File: config.mk
export PLATFORM = sky130hd
export DESIGN_NAME = mdu_issue_ctrl
export DESIGN_NICKNAME = d
export VERILOG_FILES = /design/src/rtl/mdu_issue_ctrl.sv
export SDC_FILE = /design/constraint.sdc
export NUM_CORES = 1
export LEC_CHECK = 0
export ABC_AREA = 1
export CAP_MARGIN = 20
export CORE_AREA = 2 2 92 94
export DETAILED_ROUTE_END_ITERATION = 6
export DIE_AREA = 0 0 94 96
export DONT_BUFFER_PORTS = 1
export MAX_ROUTING_LAYER = met4
export PLACE_DENSITY = 0.57
export SKIP_CTS_REPAIR_TIMING = 1
export SLEW_MARGIN = 20
export SYNTH_ARGS = -nofsm -noshare
export SYNTH_HDL_FRONTEND = slang
export SYNTH_SLANG_ARGS = --single-unit
File: constraint.sdc
create_clock -name Clk -period 4 [get_ports Clk]
set_input_delay 0.8 -clock Clk [delete_from_list [all_inputs] [get_ports Clk]]
set_output_delay 0.8 -clock Clk [all_outputs]
set_load 0.02 [all_outputs]
File: src/rtl/mdu_issue_ctrl.sv
// rtl/mdu_issue_ctrl.sv - HI/LO instruction issue, hazard stall and MF read-back for the MDU
module mdu_issue_ctrl #(
  parameter int MUL_LAT = 4,
  parameter int DIV_LAT = 9
) (
  input  logic        Clk,
  input  logic        resetn,
  input  logic        id_valid,
  input  logic [3:0]  id_op,
  input  logic [31:0] id_rs,
  input  logic [31:0] id_rt,
  input  logic        ex_exception,
  input  logic        mdu_busy,
  input  logic [31:0] mdu_hi,
  input  logic [31:0] mdu_lo,
  output logic [31:0] mdu_d1,
  output logic [31:0] mdu_d2,
  output logic [1:0]  mdu_op,
  output logic        mdu_start,
  output logic        mdu_madd,
  output logic        mdu_we,
  output logic        mdu_hilo,
  output logic        id_stall,
  output logic        rd_valid,
  output logic [31:0] rd_data,
  output logic        div0
);

  typedef enum logic [1:0] {
    S_IDLE    = 2'd0,
    S_MUL_RUN = 2'd1,
    S_DIV_RUN = 2'd2
  } state_t;

  localparam logic [3:0] L_MUL_CNT = 4'(MUL_LAT);
  localparam logic [3:0] L_DIV_CNT = 4'(DIV_LAT);

  state_t      r_state;
  state_t      w_state_nxt;
  logic [3:0]  r_cnt;
  logic [3:0]  w_cnt_nxt;

  logic        w_is_mdu;
  logic        w_is_mul;
  logic        w_is_div;
  logic        w_is_mt;
  logic        w_is_mf;
  logic        w_accept;

  assign mdu_d1 = id_rs;
  assign mdu_d2 = id_rt;

  // Decode op classes, hazard stall and the accept qualifier
  always_comb begin
    w_is_mdu = (id_op >= 4'd1) && (id_op <= 4'd9);
    w_is_mul = (id_op == 4'd1) || (id_op == 4'd2) || (id_op == 4'd5);
    w_is_div = (id_op == 4'd3) || (id_op == 4'd4);
    w_is_mt  = (id_op == 4'd6) || (id_op == 4'd7);
    w_is_mf  = (id_op == 4'd8) || (id_op == 4'd9);
    // Any HI/LO-class op must wait while our counter or the MDU itself reports activity
    id_stall = id_valid && w_is_mdu && ((r_state != S_IDLE) || mdu_busy);
    w_accept = id_valid && w_is_mdu && !id_stall && !ex_exception;
  end

  // MDU strobes, live only in the accept cycle
  always_comb begin
    mdu_start = w_accept && (w_is_div || id_op == 4'd1 || id_op == 4'd2);
    mdu_madd  = w_accept && (id_op == 4'd5);
    mdu_we    = w_accept && w_is_mt;
    mdu_hilo  = (id_op == 4'd6);
    case (id_op)
      4'd1:    mdu_op = 2'b00;
      4'd3:    mdu_op = 2'b10;
      4'd4:    mdu_op = 2'b11;
      default: mdu_op = 2'b01;
    endcase
  end

  // Occupancy state register
  always_ff @(posedge Clk or negedge resetn) begin
    if (!resetn) begin
      r_state <= S_IDLE;
      r_cnt   <= 4'd0;
    end else begin
      r_state <= w_state_nxt;
      r_cnt   <= w_cnt_nxt;
    end
  end

  // Next state: load the latency on issue, count down while running
  always_comb begin
    w_state_nxt = r_state;
    w_cnt_nxt   = r_cnt;
    case (r_state)
      S_IDLE: begin
        if (w_accept && w_is_mul) begin
          w_state_nxt = S_MUL_RUN;
          w_cnt_nxt   = L_MUL_CNT;
        end else if (w_accept && w_is_div) begin
          w_state_nxt = S_DIV_RUN;
          w_cnt_nxt   = L_DIV_CNT;
        end
      end
      S_MUL_RUN, S_DIV_RUN: begin
        // Exceptions do not abort a running operation; the count always continues
        if (r_cnt <= 4'd1) begin
          w_state_nxt = S_IDLE;
          w_cnt_nxt   = 4'd0;
        end else begin
          w_cnt_nxt = r_cnt - 4'd1;
        end
      end
      default: begin
        w_state_nxt = S_IDLE;
        w_cnt_nxt   = 4'd0;
      end
    endcase
  end

  // Registered MF read port and divide-by-zero flag
  always_ff @(posedge Clk or negedge resetn) begin
    if (!resetn) begin
      rd_valid <= 1'b0;
      rd_data  <= 32'd0;
      div0     <= 1'b0;
    end else begin
      rd_valid <= w_accept && w_is_mf;
      if (w_accept && w_is_mf) begin
        rd_data <= (id_op == 4'd8) ? mdu_hi : mdu_lo;
      end
      div0 <= w_accept && w_is_div && (id_rt == 32'd0);
    end
  end

endmodule

# == After elaboration in Yosys (flattened, before gate mapping) ==
# Index checks and enable logic that the tools add are counted.
# Widths: inputs -> output; s select.
# totals
inputBits,137
ff_bits,40
elab_cells,59
out_inout_bits,105
# classes
n_lt_le_gt_ge,3
add_sub_neg,1
n_eq_ne,13
reduce_logical,27
mux,10
# ops
op,count
$logic_not 32->1,1
$mux 32,1
$eq 4x3->1 const B,4
$logic_and 1x1->1,12
$mux 4,3
$eq 4x2->1 const B,2
$eq 4x4->1 const B,2
$logic_or 1x1->1,8
$pmux 4 s2,1
$mux 2,3
$pmux 2 s3,1
$eq 4x1->1 const B,1
$ge 4x1->1 const B,1
$le 4x1->1 const B,1
$le 4x4->1 const B,1
$pmux 2 s2,1
$sub 4x1->4 const B,1
$ne 3x3->1 const B,1
$eq 2x1->1 const B,1
$eq 2x2->1 const B,1
$logic_not 1->1,2
$logic_not 2->1,1
$ne 2x2->1 const B,1
$reduce_and 2->1,1
other kinds (2),2

# == Logic depth before layout (Yosys ltp) ==
# logic_depth
ltp_word,11
mapped_depth,11
depth_no_buf,11

# == Worst setup path before layout ==
# OpenSTA, ideal clock, no wires.
# synth_timing
path_kind,input-to-output
from,input id_op[2]
to,output mdu_we
arrival_ps,1671
required_time_ps,3200
slack_ps,1529
path_stages,5
n_path_buf,0
cell_sequence,o21ai_1 -> nand2_1 -> nor2_4 -> nand2_2 -> nor3_1
# synth_between
elab_chain_cells,8
word_cells_on_any_way,12
classes_between,order compare (2); eq/ne (2); reduce/logical (8)
# synth_rtl
element,line_no,text
from (decl),9,"input logic [3:0] id_op,"
$ge 4x1->1 / $le 4x4->1 (equally long branches),55,w_is_mdu = (id_op >= 4'd1) && (id_op <= 4'd9);
$logic_and 1x1->1,55,
$logic_and 1x1->1,"61, 62",
$logic_and 1x1->1,61,id_stall = id_valid && w_is_mdu && ((r_state != S_IDLE) || mdu_busy);
$logic_not 1->1,62,w_accept = id_valid && w_is_mdu && !id_stall && !ex_exception;
$logic_and 1x1->1 (2 in a row),62,
$logic_and 1x1->1 (*),69,mdu_we = w_accept && w_is_mt;
to (decl),21,"output logic mdu_we,"
# Mark *: on every way between the ends. The rest lies on a longest branch, timed or not.

# == Final worst setup path ==
# layout_timing
from,register r_state[0]
to,output mdu_we
# layout_between
elab_chain_cells,7
# layout_rtl
element,line_no,text
from (decl),38,state_t r_state;
from (signal assigned),85,r_state <= w_state_nxt;
$reduce_bool 2->1,61,
$logic_or 1x1->1,61,
$logic_and 1x1->1,61,
$logic_not 1->1,62,
$logic_and 1x1->1 (2 in a row),62,
$logic_and 1x1->1,69,
# No other way between the ends.

==> out/qor.yml <==
setup_path:
  crit_type: "reg -> out"
  start_kind: "register"
  required_ns: 3.20
  crit_path_end_kind: "output pin"
  worstPathArrival_ns: 1.88
  timing.critical_path.fanout_max: 4
  rr_worst_depth: 9
logic_synthesis:
  yosys.area.top_type_share: 0.351
  synth_seq_area_share: 0.351
  synth-seq-cells: 40
  synth.distinct_cells: 22
  yosys-top-cells-area: "dfrtp_1 35%, buf_4 17%, nand2_1 13%"
  synth_area_mm2: 0.00285
  ys_warn_count: 0
  synth_nets: 524
  synth_cells: 383
  synth_area_per_cell_um2: 7.44
  yosys.area.top_type: "dfrtp_1"
die:
  fp-row-count: 33
  ios: 242
  initial_core_util: 0.354
  dieArea_mm2: 0.00902
  core_area_mm2: 0.00805
  die_y_um: 96
  die_x_um: 94
final_layout:
  nets: 455
  syn2layout_area_growth_pct: -10.8
  diodes: 0
  regArea_mm2: 0.00100
  instances_no_fill: 420
  drive_above_1_share: 0.0603
  multi_input_area_mm2: 0.00109
  n_fill_cell: 866
grt:
  grt_use_total: 0.118
  grt_overflow_total: 0
  grt_pass1_wl_um: 8240
  grt_pass1_vias: 1734
  grt_max_degree: 66
  antenna_found_initial: 0
route:
  drt-initial-drc-count: 69
  vias: 2008
  drt-wirelength-per-cell_um: 13.5
  ant_nets: 0
  post-route-drc-count: 0
  firstDrtPassIters: 4
  routed_wl_um: 5660
  via_per_inst: 4.78
sta:
  period_share: 0.669
  finalHoldViolCount: 0
  slew_headroom: 0.404
  timing.setup.tns_ns: 0
  setup_violations: 0
  tightest_slew_ns: 0.891
  min_period_ns: 2.68
  finClkSkew_ns: 0.00464
  rsz0062_at_grt: "no"
  max_freq_mhz: 374
  finalMaxSlewViolations: 0
cts:
  cts_inserted_buffers: 5
  cts_tree: "built"
  htreeDepth: 2
  clk_path_buf_depth: 2
  path_clk_slew_ns: 0.08
  clockRootBuffer: "clkbuf_8"
  clock_latency_ns: 0.28
  cts_sinks: 40
placed_design:
  portBuffers: 0
  detailed_place_hpwl_um: 4410
  dp.cells: 412
  gp_congestion: 0.827
flow_run:
  drv_cap: 0
pwr:
  p_leak_nw: 1.26
  ir_drop_uv: 208
  power_density_mw_per_mm2: 569
status:
  outcome: "complete, no violations"
hold_path:
  hold_class: "in -> async"
## per-layer routing
layer	global-route usage	part of all wire	vias up	wire length, um
li1	-	-	990	-
met1	0.151	0.45	908	2550
met2	0.170	0.42	98	2390
met3	0.0564	0.12	12	657
met4	0.0290	0.012	0	69
met5	-	0	-	0
## worst max-delay path, cell delays in order (launching register included)
cell	delay, ns
dfrtp_1	0.40
inv_1	0.06
ha_1	0.21
nand2_1	0.07
nor2_1	0.19
nand2_2	0.14
nor3_1	0.52
## final cells by class
cell class                      count  share of cell area
Sequential cell                    40               0.394
Multi-Input combinational cell    216               0.428
Timing Repair Buffer                1             0.00295
Clock inverter                      1              0.0118
Tap cell                          105              0.0516
Inverter                           50              0.0738
Clock buffer                        7              0.0379
## stage by stage
step / utilization / hold WS (ns) / power, W / area [um^2] / worst slack (ns)
floorplan: - / 0.449 / 0.00112 / 2850 / 1.53
finish: 0.316 / 0.200 / 0.00145 / 2540 / 1.32
CTS: 0.316 / 0.184 / 0.00148 / 2540 / 1.29
detailed placement: 0.300 / 0.471 / 0.00111 / 2420 / 1.37
global placement: 0.300 / 0.466 / 0.00109 / 2420 / 1.41
global route: 0.316 / 0.172 / 0.00156 / 2540 / 1.13
## cells in the mapped netlist, drive strengths merged
master  instances
o21a           33
inv            50
a21oi           1
nor2           16
o21ai          38
dfrtp          40
nand2         101
xnor2           1
nor3            3
ha              4
nor4            8
clkbuf          3
nand3          10
buf            74
or2             1
## report_power, final
group | switching, W | internal [W] | total (W) | leakage (nW)
clock | 0.000137 | 0.000220 | 0.000357 | 0.0645
combinational | 0.000173 | 0.000158 | 0.000331 | 0.680
sequential | 0.000225 | 0.000534 | 0.000759 | 0.519
total | 0.000535 | 0.000913 | 0.00145 | 1.26
## cells in the final DEF (no fill, tap or decap)
master / count
nand2_1: 97
inv_1: 48
dfrtp_1: 40
o21ai_0: 34
o21a_1: 33
nor2_1: 13
nand3_1: 10
nor4_1: 8
clkbuf_8: 7
o21ai_1: 4
nand2_2: 4
ha_1: 4
nor3_1: 3
inv_2: 2
nor2_4: 2
nor2_2: 1
a21oi_1: 1
xnor2_1: 1
or2_2: 1
bufinv_16: 1
buf_4: 1
## cells by family after synthesis
kind of cell / share of synthesized area
XOR/XNOR: 0.00307
AO/OA/AOI/OAI: 0.155
buffers and inverters: 0.269
adder cells (fa/ha/maj): 0.0176
AND/OR/NAND/NOR: 0.204
flip-flops: 0.351
## sequential cells by signal (all words and copies together), names as in the netlist
| signal | flops |
|---|---|
| r_state | 2 |
| div0 | 1 |
| rd_data | 32 |
| r_cnt | 4 |
| rd_valid | 1 |
## path summary, 6_finish.rpt
| path | endpoint | slack (ns) | startpoint |
|---|---|---|---|
| setup reg to reg | rd_data[24] | 1.96 | r_state[0] |
| hold reg to reg | r_cnt[3] | 0.48 | r_cnt[3] |
| hold / removal | rd_data[6] | 0.20 | resetn |
| max in group asynchronous | rd_data[24] | 3.72 | resetn |
| min in group Clk | r_cnt[3] | 0.48 | r_cnt[3] |
| setup / recovery | mdu_we | 1.32 | r_state[0] |
(Power assumes the default switching activity.)
